[src/rtl/phy_link_pkg.sv]
// Shared types, 8b10b disparity tables and K-code helpers for the
// 16-bit PHY lane-pair model (phy_link_model16).
package phy_link_pkg;

   // Disparity-flip lookups: dp6 indexed by (31 - d[4:0]), dp4 by (7 - d[7:5])
   localparam logic [31:0] c_dp6_table = 32'hE881_8197;
   localparam logic [7:0]  c_dp4_table = 8'h89;

   // Comma character used for byte alignment
   localparam logic [7:0]  c_k28_5 = 8'hBC;

   // Every K character the line accepts, packed one byte per slot
   localparam int          c_num_legal_k = 12;
   localparam logic [c_num_legal_k*8-1:0] c_legal_k_list = {
      8'h1C, 8'h3C, 8'h5C, 8'h7C, 8'h9C, 8'hBC,
      8'hDC, 8'hFC, 8'hF7, 8'hFB, 8'hFD, 8'hFE
   };

   typedef struct packed {
      logic [15:0] data;
      logic [1:0]  k;
      logic        err;
   } t_line_word;

   typedef enum logic [1:0] {
      LOS    = 2'd0,
      ACQ    = 2'd1,
      SYNCED = 2'd2
   } t_sync_state;

   // Running disparity after one byte; K codes with d[1:0]!=0 are neutral
   function automatic logic f_next_disparity8(input logic       cur,
                                              input logic [7:0] d,
                                              input logic       k);
      logic dp6;
      logic dp4;
      dp6 = c_dp6_table[5'd31 - d[4:0]];
      dp4 = c_dp4_table[3'd7 - d[7:5]];
      if (k && (d[1:0] != 2'b00))
         return cur;
      return cur ^ (k ^ dp6 ^ dp4);
   endfunction

   // Running disparity after a 16-bit word, MSB byte first
   function automatic logic f_next_disparity16(input logic        cur,
                                               input logic [15:0] d,
                                               input logic [1:0]  k);
      logic mid;
      mid = f_next_disparity8(cur, d[15:8], k[1]);
      return f_next_disparity8(mid, d[7:0], k[0]);
   endfunction

   // True when the byte is one of the accepted K characters
   function automatic logic f_is_legal_k(input logic [7:0] d);
      logic hit;
      hit = 1'b0;
      for (int i = 0; i < c_num_legal_k; i++)
         if (c_legal_k_list[i*8 +: 8] == d)
            hit = 1'b1;
      return hit;
   endfunction

endpackage

[src/rtl/phy_link_aligner.sv]
// Comma aligner and sync FSM for the 16-bit line model. Tracks the comma
// lane, freezes the byte shift once SYNCED and gates the RX outputs.
module phy_link_aligner
   import phy_link_pkg::*;
#(
   parameter int g_sync_commas = 3,
   parameter int g_loss_errors = 4
) (
   input  logic        clk_ref_i,
   input  logic        rst_i,
   input  t_line_word  line_word_i,
   output logic [15:0] rx_data_o,
   output logic [1:0]  rx_k_o,
   output logic        rx_enc_err_o,
   output logic        rx_synced_o
);

   localparam int c_cnt_w = $clog2(g_sync_commas + 1);
   localparam int c_err_w = $clog2(g_loss_errors + 1);
   localparam logic [c_cnt_w-1:0] c_sync_target = c_cnt_w'(g_sync_commas);
   localparam logic [c_err_w-1:0] c_loss_target = c_err_w'(g_loss_errors);

   t_sync_state        state_q, state_d;
   logic               shift_q, shift_d;
   logic [c_cnt_w-1:0] cnt_q, cnt_d;
   logic [c_err_w-1:0] errcnt_q, errcnt_d;
   t_line_word         prev_p1;
   t_line_word         aligned;

   logic comma_msb;
   logic comma_lsb;
   logic any_comma;
   logic comma_lane;
   logic bad_word;

   // Comma detection on the raw line word; an errored word is never a comma
   always_comb begin
      comma_msb  = line_word_i.k[1] && (line_word_i.data[15:8] == c_k28_5);
      comma_lsb  = line_word_i.k[0] && (line_word_i.data[7:0]  == c_k28_5);
      any_comma  = !line_word_i.err && (comma_msb || comma_lsb);
      comma_lane = !comma_msb;
      bad_word   = line_word_i.err || (shift_q ? comma_msb : comma_lsb);
   end

   // Sync FSM next-state: LOS -> ACQ on a comma, ACQ -> SYNCED after enough same-lane commas
   always_comb begin
      state_d  = state_q;
      shift_d  = shift_q;
      cnt_d    = cnt_q;
      errcnt_d = errcnt_q;
      case (state_q)
         LOS: begin
            if (any_comma) begin
               shift_d  = comma_lane;
               cnt_d    = c_cnt_w'(1);
               errcnt_d = '0;
               state_d  = (cnt_d == c_sync_target) ? SYNCED : ACQ;
            end
         end
         ACQ: begin
            if (line_word_i.err) begin
               state_d = LOS;
            end else if (any_comma) begin
               if (comma_lane == shift_q) begin
                  cnt_d = cnt_q + 1'b1;
               end else begin
                  shift_d = comma_lane;
                  cnt_d   = c_cnt_w'(1);
               end
               if (cnt_d == c_sync_target) begin
                  state_d  = SYNCED;
                  errcnt_d = '0;
               end
            end
         end
         SYNCED: begin
            if (bad_word) begin
               errcnt_d = errcnt_q + 1'b1;
               if (errcnt_d == c_loss_target)
                  state_d = LOS;
            end else begin
               errcnt_d = '0;
            end
         end
         default: state_d = LOS;
      endcase
   end

   // Byte-shift mux: shift=1 pairs the previous LSB byte with the current MSB byte
   always_comb begin
      aligned = line_word_i;
      if (shift_d) begin
         aligned.data = {prev_p1.data[7:0], line_word_i.data[15:8]};
         aligned.k    = {prev_p1.k[0], line_word_i.k[1]};
         aligned.err  = prev_p1.err | line_word_i.err;
      end
   end

   // FSM state, counters and previous-word register
   always_ff @(posedge clk_ref_i) begin
      if (rst_i) begin
         state_q  <= LOS;
         shift_q  <= 1'b0;
         cnt_q    <= '0;
         errcnt_q <= '0;
         prev_p1  <= '0;
      end else begin
         state_q  <= state_d;
         shift_q  <= shift_d;
         cnt_q    <= cnt_d;
         errcnt_q <= errcnt_d;
         prev_p1  <= line_word_i;
      end
   end

   // ---- output stage: RX word registered together with the sync flag ----
   always_ff @(posedge clk_ref_i) begin
      if (rst_i || (state_d != SYNCED)) begin
         rx_data_o    <= '0;
         rx_k_o       <= '0;
         rx_enc_err_o <= 1'b0;
         rx_synced_o  <= 1'b0;
      end else begin
         rx_data_o    <= aligned.data;
         rx_k_o       <= aligned.k;
         rx_enc_err_o <= aligned.err;
         rx_synced_o  <= 1'b1;
      end
   end

endmodule

[src/rtl/phy_link_model16.sv]
// Cycle-based model of a 16-bit 8b10b PHY lane pair: TX disparity and
// K-code checking, a g_latency-deep line delay, then comma alignment.
// Optional macro PHY_LINK_ERR_INJECT_EN adds err_inject_i, which flips
// data bit 0 and marks the word errored as it enters the line.
module phy_link_model16
   import phy_link_pkg::*;
#(
   parameter int g_latency     = 4,
   parameter int g_sync_commas = 3,
   parameter int g_loss_errors = 4
) (
   input  logic        clk_ref_i,
   input  logic        rst_i,
   input  logic [15:0] tx_data_i,
   input  logic [1:0]  tx_k_i,
   input  logic        link_up_i,
`ifdef PHY_LINK_ERR_INJECT_EN
   input  logic        err_inject_i,
`endif
   output logic        tx_disparity_o,
   output logic        tx_enc_err_o,
   output logic [15:0] rx_data_o,
   output logic [1:0]  rx_k_o,
   output logic        rx_enc_err_o,
   output logic        rx_synced_o
);

   logic       tx_err_p0;
   t_line_word push_p0;
   t_line_word line_p1 [g_latency];

   // K-code legality check and the word entering the line (broken link sends an error word)
   always_comb begin
      tx_err_p0 = (tx_k_i[1] && !f_is_legal_k(tx_data_i[15:8])) ||
                  (tx_k_i[0] && !f_is_legal_k(tx_data_i[7:0]));
      push_p0.data = tx_data_i;
      push_p0.k    = tx_k_i;
      push_p0.err  = tx_err_p0;
      if (!link_up_i) begin
         push_p0.data = 16'h0000;
         push_p0.k    = 2'b00;
         push_p0.err  = 1'b1;
      end
`ifdef PHY_LINK_ERR_INJECT_EN
      if (err_inject_i) begin
         push_p0.data[0] = ~push_p0.data[0];
         push_p0.err     = 1'b1;
      end
`endif
   end

   // ---- TX stage: running disparity and encoding-error flag ----
   always_ff @(posedge clk_ref_i) begin
      if (rst_i) begin
         tx_disparity_o <= 1'b0;
         tx_enc_err_o   <= 1'b0;
      end else begin
         tx_disparity_o <= f_next_disparity16(tx_disparity_o, tx_data_i, tx_k_i);
         tx_enc_err_o   <= tx_err_p0;
      end
   end

   // ---- line stages: shift register, cleared on reset so nothing in flight survives ----
   always_ff @(posedge clk_ref_i) begin
      if (rst_i) begin
         for (int i = 0; i < g_latency; i++)
            line_p1[i] <= '0;
      end else begin
         line_p1[0] <= push_p0;
         for (int i = 1; i < g_latency; i++)
            line_p1[i] <= line_p1[i-1];
      end
   end

   phy_link_aligner #(
      .g_sync_commas (g_sync_commas),
      .g_loss_errors (g_loss_errors)
   ) u_aligner (
      .clk_ref_i    (clk_ref_i),
      .rst_i        (rst_i),
      .line_word_i  (line_p1[g_latency-1]),
      .rx_data_o    (rx_data_o),
      .rx_k_o       (rx_k_o),
      .rx_enc_err_o (rx_enc_err_o),
      .rx_synced_o  (rx_synced_o)
   );

endmodule

[config.mk]
export PLATFORM = sky130hd
export DESIGN_NAME = phy_link_model16
export DESIGN_NICKNAME = d
export VERILOG_FILES = /design/src/rtl/phy_link_pkg.sv /design/src/rtl/phy_link_aligner.sv /design/src/rtl/phy_link_model16.sv
export SDC_FILE = /design/constraint.sdc
export NUM_CORES = 1
export LEC_CHECK = 0
export ABC_AREA = 1
export CAP_MARGIN = 30
export CORE_ASPECT_RATIO = 1.1
export CORE_MARGIN = 4
export CORE_UTILIZATION = 50
export CTS_CLUSTER_DIAMETER = 120
export DETAILED_ROUTE_END_ITERATION = 8
export GPL_ROUTABILITY_DRIVEN = 0
export PLACE_DENSITY = 0.71
export REMOVE_ABC_BUFFERS = 1
export SKIP_CTS_REPAIR_TIMING = 1
export SLEW_MARGIN = 40
export SYNTH_ARGS = -nofsm -noshare
export SYNTH_HDL_FRONTEND = slang
export SYNTH_SLANG_ARGS = --single-unit
[constraint.sdc]
create_clock -name clk_ref_i -period 3.4 [get_ports clk_ref_i]
set_input_delay 0.68 -clock clk_ref_i [delete_from_list [all_inputs] [get_ports clk_ref_i]]
set_output_delay 0.68 -clock clk_ref_i [all_outputs]
set_load 0.02 [all_outputs]
==> Yosys cells after proc, flatten, opt, wreduce, memory -nomap -nowiden <==
Memories as Yosys holds them, arrays and structs flattened.
Index checks and enable logic that the tools add are counted.
{ "totals": {"mem_bits_ro": 80, "ramBits": 76, "output_inout_bits": 22, "inputBits": 21, "word_cells": 171, "memories": 5, "regBits": 40} }
{ "classes": {"mux": 74, "eq_ne": 36, "order_cmp": 4, "bitwise": 11, "n_reduce_logical": 22, "addsub": 6} }
{ "mem_list": {"columns": ["memory", "words", "word_bits", "rd", "rd_ports_with_merged_regs", "write_ports", "line", "source"], "rows": [
  ["line_p1", 4, 19, 4, 0, 4, "phy_link_model16.sv:30", "t_line_word line_p1 [g_latency];"],
  ["(name not given)", 32, 1, 1, 0, 0, "phy_link_pkg.sv:37", "dp6 = c_dp6_table[5'd31 - d[4:0]];"],
  ["(name not given)", 32, 1, 1, 0, 0, "phy_link_pkg.sv:37", null],
  ["(name not given)", 8, 1, 1, 0, 0, "phy_link_pkg.sv:38", "dp4 = c_dp4_table[3'd7 - d[7:5]];"],
  ["(name not given)", 8, 1, 1, 0, 0, "phy_link_pkg.sv:38", null]
]} }
{ "op_table": {"columns": ["op", "n"], "rows": [
  ["8-bit == test, first input constant", 16],
  ["19-bit 2-to-1 mux", 6],
  ["1-bit 2-to-1 mux", 46],
  ["7-bit by 8-bit == test with 1-bit output, first input constant", 4],
  ["2-bit 2-to-1 mux", 13],
  ["5-bit by 8-bit == test with 1-bit output, first input constant", 2],
  ["6-bit by 8-bit == test with 1-bit output, first input constant", 2],
  ["8-bit == test, second input constant", 2],
  ["3-bit 2-to-1 mux", 5],
  ["5-bit by 6-bit less-than comparator with 1-bit output, second input constant", 2],
  ["5-bit subtractor, first input constant", 2],
  ["3-bit case mux with 3 select lines", 1],
  ["3-bit by 4-bit less-than comparator with 1-bit output, second input constant", 2],
  ["1-bit logical AND", 7],
  ["2-bit by 1-bit inequality test with 1-bit output, second input constant", 3],
  ["2-bit case mux with 3 select lines", 1],
  ["2-bit nonzero test", 3],
  ["3-bit subtractor, first input constant", 2],
  ["1-bit bitwise XOR", 6],
  ["1-bit OR", 5],
  ["5-bit AND reduction", 1],
  ["2-bit == test, second input constant", 2],
  ["1-bit logical NOT", 4],
  ["1-bit logical OR", 4],
  ["11 further kinds", 12]
]} }

==> Logic depth before layout (Yosys ltp) <==
{ "logic_depth": {"word_depth": 18, "mapped_depth": 15, "ltp_nobuf": 15} }

==> Hierarchy <==
From an unflattened synthesis, not the netlist that was laid out.
{ "hier_totals": {"cells_unflattened": 566, "hier_area_um2": 4414.2} }
{ "modules_own_cells": {"columns": ["mod", "cells_each", "seq_area_each_um2", "n_inst", "area_per_inst_um2"], "rows": [
  ["phy_link_model16", 330, 1561.5, 1, 2690.1],
  ["phy_link_aligner", 236, 760.7, 1, 1724.2]
]} }

==> Worst setup path after synthesis <==
No wires, ideal clock.
{ "synth_timing": {"kind": "input to register", "start": "in tx_data_i[0]", "end": "reg tx_disparity_o", "required_ns": 3.285, "n_path_buf": 0, "cell_stages": 14, "setup_time_ns": 0.115, "t_arrival_ns": 1.742, "path_slack_ns": 1.543, "path_cell_list": "inv_1 -> ha_1 -> nand2_1 -> nand2_1 -> nand2_1 -> nand2_1 -> nand2_1 -> nand2_1 -> nand2_1 -> nand2_1 -> nand2_1 -> nand3_1 -> a21oi_1 -> nor2_1"} }
{ "synth_via": {"elab_chain_len": 7, "word_cells_on_any_way": 11, "classes_between": "add/sub: 1; mux: 4; bitwise: 3; reduce/logical: 2; memory: 1"} }
{ "synth_rtl": {"columns": ["element", "line", "source"], "rows": [
  ["start: declaration", "phy_link_model16.sv:14", "input logic [15:0] tx_data_i,"],
  ["5-bit subtractor", "phy_link_pkg.sv:37", null],
  ["memory read 32 x 1 bit", null, null],
  ["1-bit 2-to-1 mux (not written as such)", "phy_link_pkg.sv:37", null],
  ["1-bit bitwise XOR (3 in series)", "phy_link_pkg.sv:41", "return cur ^ (k ^ dp6 ^ dp4);"],
  ["1-bit 2-to-1 mux (*)", "phy_link_pkg.sv:41", null],
  ["end signal: assignment", "phy_link_model16.sv:58", "tx_disparity_o <= f_next_disparity16(tx_disparity_o, tx_data_i, tx_k_i);"],
  ["end: declaration", "phy_link_model16.sv:20", "output logic tx_disparity_o,"]
]} }
Mark *: on every way between the ends. The rest lies on a longest branch, timed or not. The select of a mux whose other input is x is not followed.
A chain may end at the register's enable or synchronous reset.

==> Worst setup path in the final report <==
{ "layout_timing": {"start": "reg tx_disparity_o", "end": "out tx_disparity_o"} }
No word-level cell between the ends.

==> out/metrics.csv <==
metric,value,unit
Clock Skew,0.00961,ns
cts bufs inserted,17,
CP endpoint,tx_disparity_o,
Final ANT Viol Nets,0,
P&R area growth vs syn,24.9,%
number of buffers added on ports,42,
routed via count,3325,
Worst-Skew Late Latency,0.51,ns
post-synthesis area per instance,7.63,µm²
Initial Utilization,0.515,
slew margin rel.,0.532,
CTS max path bufs,2,
WP buf/inv,1,
Root Driver,clkbuf_8,
RSZ-0062 raised after global routing,no,
All-Layer GR Usage,0.152,
vias in the first global route,3049,
first-pass GRT wire length,12500,µm
final core utilization,0.643,
Slew @ Worst Pin,0.702,ns
CP Data Arrival Time,1.47,ns
fraction of layout cells with a size suffix above 1,0.0620,
final-report hold violation count,0,
Max-Cap Viols,0,
R2R setup slack,1.27,ns
grt peak-use layer,met2,
final setup TNS,0,ns
crit-path max FO,3,
maximum vdd drop,380,µV
crit path capture type,output pin,
status,finished clean,
drt pass-1 iters,4,
global-route track usage on met2,0.269,
synth unique cells,27,
met1 Usage GRT,0.148,
cell taking the most area after synthesis,dfxtp_1,
Setup CP Type,reg2out,
sequential share of the synthesized area,0.536,
antenna cells,0,
share of the synthesized area in the top cell type,0.536,
grt ovf,0,
# setup viols final,0,
CP max stage delay,0.62,ns
CP max stage cell,clkdlybuf4s50_1,
WP data required,2.72,ns
post-route clock period utilization,0.633,
most common cell in the synthesized netlist,inv_1,
Final min period,2.15,ns
crit path cell chain,clkdlybuf4s50_1,
clock sink total,116,
area of the die,10200,µm²
cells after synthesis,568,
Syn Std Cell Area,4330,µm²
#FFs+latches synth,116,
initial antenna violation count,0,
Reg2Reg Depth,11,
met3 usage,0.0675,
Clock transition at path regs,0.06,ns
total stage count of the critical path,1,
WL/cell,9.82,µm
Post-Place Cells,708,
Site Rows,35,
post-layout net count,651,
Core Footprint,8410,µm²
Static Leakage,2.38,nW
hpwl dp,4930,µm
worst hold stages,2,
max-slew violations,0,
worst hold-check path type,reg2reg,
"delay-heaviest family, CP",buffers and inverters,
most frequent cells after synthesis,"124 x inv_1, 121 x nor2_1, 116 x dfxtp_1, 92 x nand2_1, 40 x nand3_1",
f_max,0.464,GHz
I/O pins,43,
vias per cell,4.49,
CTS tree,built,
FF-to-FF End,u_aligner.state_q[1],
FF-to-FF Start,line_p1[3][2],
die height,106,µm
largest net degree at the start of global routing,76,
Ys Warns,0,
type of origin of the critical path,register,
ys async rst share,0,
initial DRC count,99,
Area contributors post-synth,"dfxtp_1 54%, inv_1 11%, nor2_1 10%, nand2_1 8.0%, nand3_1 4.6%",
"EDFF count, synth",0,
H-tree depth,4,
Post-synth top flop,dfxtp_1,
Die W,96.7,µm
drt drc,0,
final cell count without fillers,740,
Setup crit start,tx_disparity_o,
Post-Route WL,7270,µm
PwrDens,601,nW/µm²
Hold Slack,0.394,ns
-- state kept, by name (all words and copies together) (netlist names) --
name	count
u_aligner.cnt_q	2
u_aligner.prev_p1	10
u_aligner.rx_enc_err_o	1
tx_disparity_o	1
u_aligner.rx_k_o	2
u_aligner.rx_data_o	16
u_aligner.errcnt_q	3
tx_enc_err_o	1
u_aligner.rx_synced_o	1
u_aligner.state_q	2
u_aligner.shift_q	1
line_p1	76
-- power breakdown --
group          internal [mW]  switching (mW)
registers               1.39         0.00976
clock network           1.15           0.564
logic                 0.0589          0.0848
-- kinds of logic after synthesis --
group           synth area share
compound gates            0.0364
xor+xnor                 0.00404
fa+ha+maj                 0.0404
buf+inv                    0.125
flops                      0.536
simple gates               0.258
-- per-layer routing --
metal,up-vias,part of all wire
met2,90,0.50
met3,17,0.057
li1,1777,-
met5,-,0
met1,1441,0.42
met4,0,0.024
-- worst min path at each step --
stage	from	to	slack, ns
after floorplan	line_p1[0][0]	line_p1[1][0]	0.39
after global placement	line_p1[0][7]	line_p1[1][7]	0.39
after detailed placement	line_p1[2][14]	line_p1[3][14]	0.39
after CTS	line_p1[0][7]	line_p1[1][7]	0.40
after global routing	line_p1[1][8]	line_p1[2][8]	0.41
final	line_p1[2][14]	line_p1[3][14]	0.39
-- layout make-up --
| class | instances | area [µm²] |
|---|---|---|
| clock buffer | 22 | 453 |
| clock inverter | 10 | 130 |
| fill | 716 | 3000 |
| inverter | 125 | 469 |
| multi-input combinational | 312 | 1470 |
| sequential | 116 | 2320 |
| tap | 111 | 139 |
| timing repair buffer | 44 | 430 |
-- cell usage in the layout, fill, tap and decap left out, types with 2 or more instances in the layout --
cell type,Yosys,final
dfxtp_1,116,116
clkbuf_8,0,3
nand2_1,92,92
ha_1,14,14
nand3_2,2,2
clkbuf_1,5,3
o21ai_1,5,5
o21ai_0,6,6
nor3_1,5,5
o211ai_1,3,3
clkdlybuf4s50_1,0,41
nor3_2,2,2
clkinv_2,0,5
nand4_1,5,5
nor2_1,121,121
inv_1,124,124
xor2_1,2,2
clkbuf_16,0,16
a21oi_1,9,9
nand3_1,40,40
bufinv_16,0,3
buf_4,2,2
clkinvlp_4,0,2
-- metrics by stage --
| step | total power, mW | setup slack, ns | area, µm² |
|---|---|---|---|
| 4_1_cts | 3.28 | 1.22 | 5410 |
| 3_3_place_gp | 1.56 | 0.910 | 4830 |
| 6_report | 3.25 | 1.25 | 5410 |
| 5_1_grt | 3.36 | 0.938 | 5410 |
| 3_5_place_dp | 1.57 | 0.807 | 4830 |
| 2_1_floorplan | 1.50 | 1.54 | 4260 |
Note: power is estimated with default switching activity, not from simulation.
